`config.mk`:
```
export PLATFORM = sky130hd
export DESIGN_NAME = fc_argmax
export DESIGN_NICKNAME = d
export VERILOG_FILES = /design/src/rtl/fc_argmax.sv
export SDC_FILE = /design/constraint.sdc
export NUM_CORES = 2
export LEC_CHECK = 0
export CORE_AREA = 2 2 417 419
export DETAILED_ROUTE_END_ITERATION = 8
export DIE_AREA = 0 0 419 421
export GPL_TIMING_DRIVEN = 0
export PLACE_DENSITY_LB_ADDON = 0.2
export RECOVER_POWER = 50
export SLEW_MARGIN = 20
export SYNTH_ARGS = -nofsm -noshare
export SYNTH_HDL_FRONTEND = slang
export SYNTH_SLANG_ARGS = --single-unit
export TNS_END_PERCENT = 1
```
`constraint.sdc`:
```
create_clock -name clk -period 6.6 [get_ports clk]
set_clock_uncertainty 0.1 [all_clocks]
set_input_delay 0.66 -clock clk [delete_from_list [all_inputs] [get_ports clk]]
set_output_delay 0.66 -clock clk [all_outputs]
set_load 0.01 [all_outputs]
```
`src/rtl/fc_argmax.sv`:
```
// Serial argmax over a snapshot of the FC layer's binary32 output vector.
// One element is compared per clock using a sign/magnitude ordering; NaNs are skipped.
module fc_argmax #(
  parameter int DATA_WIDTH  = 32,
  parameter int NUM_NODES   = 32,
  parameter int INDEX_WIDTH = 5
) (
  input  logic                            clk,
  input  logic                            reset,
  input  logic                            start,
  input  logic [DATA_WIDTH*NUM_NODES-1:0] input_fc,
  output logic                            busy,
  output logic                            done,
  output logic [INDEX_WIDTH-1:0]          max_index,
  output logic [DATA_WIDTH-1:0]           max_value,
  output logic                            nan_only
);

  localparam logic [0:0] IDLE = 1'b0;
  localparam logic [0:0] SCAN = 1'b1;

  localparam logic [DATA_WIDTH-1:0]  QNAN = DATA_WIDTH'(32'h7FC0_0000);
  localparam logic [INDEX_WIDTH-1:0] LAST = INDEX_WIDTH'(NUM_NODES - 1);

  logic [0:0]                      state_q, state_d;
  logic [INDEX_WIDTH-1:0]          cnt_q, cnt_d;
  logic [DATA_WIDTH*NUM_NODES-1:0] snap_q, snap_d;
  logic                            best_valid_q, best_valid_d;
  logic [DATA_WIDTH-1:0]           best_val_q, best_val_d;
  logic [INDEX_WIDTH-1:0]          best_idx_q, best_idx_d;
  logic                            busy_q, busy_d;
  logic                            done_q, done_d;
  logic [INDEX_WIDTH-1:0]          max_index_q, max_index_d;
  logic [DATA_WIDTH-1:0]           max_value_q, max_value_d;
  logic                            nan_only_q, nan_only_d;

  logic [DATA_WIDTH-1:0]  elem;
  logic                   elem_nan;
  logic                   take;
  logic [DATA_WIDTH-1:0]  cand_val;
  logic [INDEX_WIDTH-1:0] cand_idx;
  logic                   cand_valid;

  // Strict a > b on binary32 bit patterns; +0 and -0 are treated as equal.
  function automatic logic gt(input logic [DATA_WIDTH-1:0] a,
                              input logic [DATA_WIDTH-1:0] b);
    logic a_zero;
    logic b_zero;
    a_zero = (a[DATA_WIDTH-2:0] == '0);
    b_zero = (b[DATA_WIDTH-2:0] == '0);
    if (a_zero && b_zero)
      return 1'b0;
    else if (a[DATA_WIDTH-1] != b[DATA_WIDTH-1])
      return ~a[DATA_WIDTH-1];
    else if (!a[DATA_WIDTH-1])
      return a[DATA_WIDTH-2:0] > b[DATA_WIDTH-2:0];
    else
      return a[DATA_WIDTH-2:0] < b[DATA_WIDTH-2:0];
  endfunction

  always_comb begin
    elem = '0;
    for (int unsigned i = 0; i < NUM_NODES; i++) begin
      if (cnt_q == INDEX_WIDTH'(i))
        elem = snap_q[i*DATA_WIDTH +: DATA_WIDTH];
    end
  end

  always_comb begin
    elem_nan   = (&elem[30:23]) && (|elem[22:0]);
    take       = !elem_nan && (!best_valid_q || gt(elem, best_val_q));
    cand_val   = take ? elem  : best_val_q;
    cand_idx   = take ? cnt_q : best_idx_q;
    cand_valid = best_valid_q | take;
  end

  always_comb begin
    state_d      = state_q;
    cnt_d        = cnt_q;
    snap_d       = snap_q;
    best_valid_d = best_valid_q;
    best_val_d   = best_val_q;
    best_idx_d   = best_idx_q;
    busy_d       = busy_q;
    done_d       = 1'b0;
    max_index_d  = max_index_q;
    max_value_d  = max_value_q;
    nan_only_d   = nan_only_q;

    if (state_q == IDLE) begin
      if (start) begin
        state_d      = SCAN;
        snap_d       = input_fc;
        cnt_d        = '0;
        best_valid_d = 1'b0;
        // Seeding best with a quiet NaN at index 0 yields the all-NaN result for free.
        best_val_d   = QNAN;
        best_idx_d   = '0;
        busy_d       = 1'b1;
      end
    end else begin
      best_valid_d = cand_valid;
      best_val_d   = cand_val;
      best_idx_d   = cand_idx;
      cnt_d        = cnt_q + INDEX_WIDTH'(1);
      if (cnt_q == LAST) begin
        max_index_d = cand_idx;
        max_value_d = cand_val;
        nan_only_d  = ~cand_valid;
        done_d      = 1'b1;
        busy_d      = 1'b0;
        cnt_d       = '0;
        state_d     = IDLE;
      end
    end
  end

  always_ff @(posedge clk) begin
    if (reset) begin
      state_q      <= IDLE;
      cnt_q        <= '0;
      snap_q       <= '0;
      best_valid_q <= 1'b0;
      best_val_q   <= '0;
      best_idx_q   <= '0;
      busy_q       <= 1'b0;
      done_q       <= 1'b0;
      max_index_q  <= '0;
      max_value_q  <= '0;
      nan_only_q   <= 1'b0;
    end else begin
      state_q      <= state_d;
      cnt_q        <= cnt_d;
      snap_q       <= snap_d;
      best_valid_q <= best_valid_d;
      best_val_q   <= best_val_d;
      best_idx_q   <= best_idx_d;
      busy_q       <= busy_d;
      done_q       <= done_d;
      max_index_q  <= max_index_d;
      max_value_q  <= max_value_d;
      nan_only_q   <= nan_only_d;
    end
  end

  assign busy      = busy_q;
  assign done      = done_q;
  assign max_index = max_index_q;
  assign max_value = max_value_q;
  assign nan_only  = nan_only_q;

endmodule

```
==> results.md <==
- The flow ran to the end, but the final reports show violations.
- The final reports fail on max-capacitance violations, max-slew violations, negative setup slack.
- The period utilization is 105%.
- The leading area contributor after synthesis is sky130_fd_sc_hd__dfxtp_1.
- The initial antenna violation count is 22.
- The clock passes through at most 3 buffers.
- The count of distinct cell types in the synthesized netlist is 102.
- In the final routed layout, each cell accounts on average for 36.3 microns.
- The total chip power is 17.9 mW.
- Detailed placement ended at an HPWL of 310000 microns.
- Synthesis handed over a netlist of 6745 instances.
- In the synthesized netlist the dominant register cell turns out to be sky130_fd_sc_hd__dfxtp_1.
- Hold timing on the final database bottoms out at a slack of 0.257 ns.
- The worst setup path is captured at a flip-flop.
- For this run, design rule violations remaining after detail routing come to 0.
- After floorplanning, the core was sized to cover 0.172 sq mm.
- The filler-free cell count of the finished design is 10.4k.
- The final setup TNS is -21.49 ns.
- The area growth from synthesis to layout is 41.7%.
- The number of enable flip-flop cells after synthesis is 0.
- The total power per unit cell area is 251 mW/mm^2.
- The CTS tree is built.
- The category of the most critical setup path is flip-flop to flip-flop.
- The summed area of non-filler cells in the final layout is 0.0711 sq mm.
- VDD sags by at most 0.195 mV.
- Summing the sequential cell areas from Yosys gives 44.2% of the chip area.
- The die covers 0.176 sq mm.
- At the pin with the least slew margin, the transition time is 1.58 ns.
- The number of sinks handled by clock tree synthesis is 1108.
- The post-detailed-placement cell area is 0.0640 sq mm.
- The total routing resource utilization after global routing is 41.3%.
- Ranked by total cell area, the synthesized netlist is headed by sky130_fd_sc_hd__dfxtp_1, sky130_fd_sc_hd__nand2_1, sky130_fd_sc_hd__a21oi_1, sky130_fd_sc_hd__clkbuf_1, sky130_fd_sc_hd__o21ai_0.
- Clock latency on the worst-skew pair, taken at its later pin, is 0.81 ns.
- The number of routed nets with antenna violations is 0.
- The post-synth net total is 7809.
- The normalized max-slew margin is -5.05%.
- The least setup slack across all paths after layout is -0.341 ns.
- The number of pins exceeding their max-slew limit in the final report came to 20.
- The total iterations of the first detailed-routing run is 6.
- The wire length of the first global-routing pass is 496000 microns.
- The share of flip-flops with an asynchronous set or reset is 0%.
- Entering global routing, the biggest net connects 17 pins.
- Setup violations remaining at the end of the flow were counted as 74.
- The number of nets at the end of the flow is 9072.
- The via count of the first global-routing pass is 57.5k.
- The starting density of the core is 29.1%.
- The netlist area before placement is 0.0502 sq mm.
- The die is 421 microns tall.
- After detailed routing, the total wire length is 379000 microns.
- Of the post-synthesis cell area, the dominant cell type holds 44.2%.
- The placed instance count is 10.2k.
- The post-route minimum period is 6.94 ns.
- The total overflow reported by the global router is 0.
- The leakage dissipation is 25.8 nW.
- The clock slew at the register clock pins of the worst setup and hold paths is 0.06 ns.
- The ratio of routed vias to standard cells is 5.82.
- The worst hold path class is input port to flip-flop.
- Of all nets on the critical path, the largest fanout is 10.
- Yosys printed 0 warnings.
- Summing over every cut layer, the via total after detailed routing is 60.8k.
- The share of post-route cells with drive strength above 1 is 8.98%.
- The count of maximum capacitance violations is 3.
- The total number of H-tree levels is 4.
- The cell at the root of the clock tree is sky130_fd_sc_hd__clkbuf_16.
- Pin placement for this block handled 1067 I/O pins.
- Timing would allow up to 144 MHz.
- The quantity of I/O buffers inserted on ports is 1065.
- The number of failing hold endpoints at the final stage was 0.
- The kind of launch point of the worst setup path is a flip-flop.
- The data arrival at the endpoint of the critical path is 7.52 ns.
- At the end of routability-driven placement, the weighted congestion stood at 1.05.
- Measured along the x axis, the die boundary spans 419 microns.
- The layout has 18.0k filler cells.
- For this block, the initial DRC count from the detailed router was 8015.
- Counting instances in the post-synthesis netlist gives the leading cell types as sky130_fd_sc_hd__nand2_1, sky130_fd_sc_hd__a21oi_1, sky130_fd_sc_hd__dfxtp_1.
- The most used standard cell by instance count after synthesis is sky130_fd_sc_hd__nand2_1.
- In this run, synthesis produced a sequential element count of 1108.
- The clock buffer count from CTS is 130.
- The standard-cell row count is 153.
- For the worst setup path, the data required time is 7.18 ns.
- The quantity of hold-fixing buffers added after cts is 0.
- In this run the mean area of a mapped cell was 7.44 sq um.
## timing repair
item                       CTS  global route
gates resized for setup    396           121
setup endpoints to repair   79            74
gates cloned                 0             1
setup buffers               35            20
pin swaps                   50            41
## sequential cells by signal (all words and copies together) (netlist names)
name,count
state_q,1
max_index,5
snap_q,1024
cnt_q,5
best_idx_q,5
max_value,32
best_val_q,32
best_valid_q,1
nan_only,1
busy,1
done,1
## final cells by class
| cell class | count | area [sq um] | area share, % |
|---|---|---|---|
| buffer | 574 | 3080 | 4.34 |
| sequential | 1108 | 22200 | 31.2 |
| inverter | 62 | 253 | 0.356 |
| multi-input combinational | 4995 | 26900 | 37.8 |
| tap | 2325 | 2910 | 4.09 |
| clock inverter | 55 | 603 | 0.848 |
| clock buffer | 177 | 3790 | 5.33 |
| timing repair buffer | 1137 | 11300 | 15.9 |
| antenna | 15 | 37.5 | 0.0528 |
## placed cells by master, fill, tap and decap left out, types with 47 or more instances in the layout
cell type,synthesis,routed
sky130_fd_sc_hd__a21oi_1,1218,1196
sky130_fd_sc_hd__a221oi_1,62,50
sky130_fd_sc_hd__nor2_1,154,145
sky130_fd_sc_hd__buf_4,11,88
sky130_fd_sc_hd__dfxtp_1,1108,1103
sky130_fd_sc_hd__o22ai_1,83,79
sky130_fd_sc_hd__o21ai_0,158,135
sky130_fd_sc_hd__clkbuf_1,438,394
sky130_fd_sc_hd__clkbuf_16,0,138
sky130_fd_sc_hd__inv_1,58,53
sky130_fd_sc_hd__nand3_1,53,50
sky130_fd_sc_hd__buf_2,93,49
sky130_fd_sc_hd__o21ai_1,45,53
sky130_fd_sc_hd__a22o_1,47,47
sky130_fd_sc_hd__nand2_1,2306,2305
sky130_fd_sc_hd__clkdlybuf4s50_1,0,1024
## path summary, 6_finish.rpt
kind | cells past startpoint | endpoint | slack (ns) | start
worst max-delay path | 24 | best_val_q[17] | -0.34 | cnt_q[0]
worst min-delay path | 3 | cnt_q[4] | 0.26 | start
worst max register to register | 24 | best_val_q[17] | -0.34 | cnt_q[0]
worst min register to register | 2 | max_value[30] | 0.34 | max_value[30]
## critical path, stage by stage (launching register included)
cell and delay (ns):
sky130_fd_sc_hd__dfxtp_4 0.38, sky130_fd_sc_hd__clkinvlp_4 0.14, sky130_fd_sc_hd__ha_4 0.24, sky130_fd_sc_hd__buf_4 0.26
sky130_fd_sc_hd__clkinvlp_4 0.24, sky130_fd_sc_hd__buf_6 0.24, sky130_fd_sc_hd__buf_12 0.18, sky130_fd_sc_hd__buf_12 0.19
sky130_fd_sc_hd__o211ai_1 0.70, sky130_fd_sc_hd__nand4_1 0.74, sky130_fd_sc_hd__nand4_1 0.76, sky130_fd_sc_hd__a31oi_4 0.18
sky130_fd_sc_hd__buf_12 0.18, sky130_fd_sc_hd__ha_4 0.27, sky130_fd_sc_hd__nand2_2 0.05, sky130_fd_sc_hd__nor4_4 0.23
sky130_fd_sc_hd__o21ai_1 0.13, sky130_fd_sc_hd__o2111ai_2 0.13, sky130_fd_sc_hd__o31ai_2 0.11, sky130_fd_sc_hd__a32o_2 0.28
sky130_fd_sc_hd__a211o_4 0.31, sky130_fd_sc_hd__a22o_1 0.20, sky130_fd_sc_hd__buf_6 0.15, sky130_fd_sc_hd__buf_6 0.15
sky130_fd_sc_hd__a22o_1 0.18
## metal layers
metal	routed length (microns)	vias up	share of wire, %	GRT usage [%]
li1	-	25900	-	-
met1	144000	29700	38	49.5
met2	164000	4051	43	63.4
met3	36800	1129	9.7	10.7
met4	34400	20	9.1	30.7
met5	269	-	0.071	0.601
## metrics by stage
stage / setup WS [ns] / utilization (%)
final: -0.341 / 41.2
after CTS: 0.00442 / 40.9
after detailed placement: -3.89 / 37.1
after floorplan: 0.249 / -
after global routing: -0.00647 / 41.2
after global placement: -5.33 / 36.9
## power breakdown
part	internal, mW	switching (mW)	total (mW)
Combinational	1.13	1.70	2.83
Sequential	7.06	0.426	7.48
Clock	4.36	3.18	7.54
Total	12.5	5.31	17.9
## kinds of logic after synthesis
family          Yosys count  synth area share [%]
flops                  1108                  44.2
fa+ha+maj                37                 0.923
buf+inv                 642                  5.43
compound gates         2063                  24.8
simple gates           2858                  23.9
mux                      37                 0.738
Power figures use the tool's default switching activity.
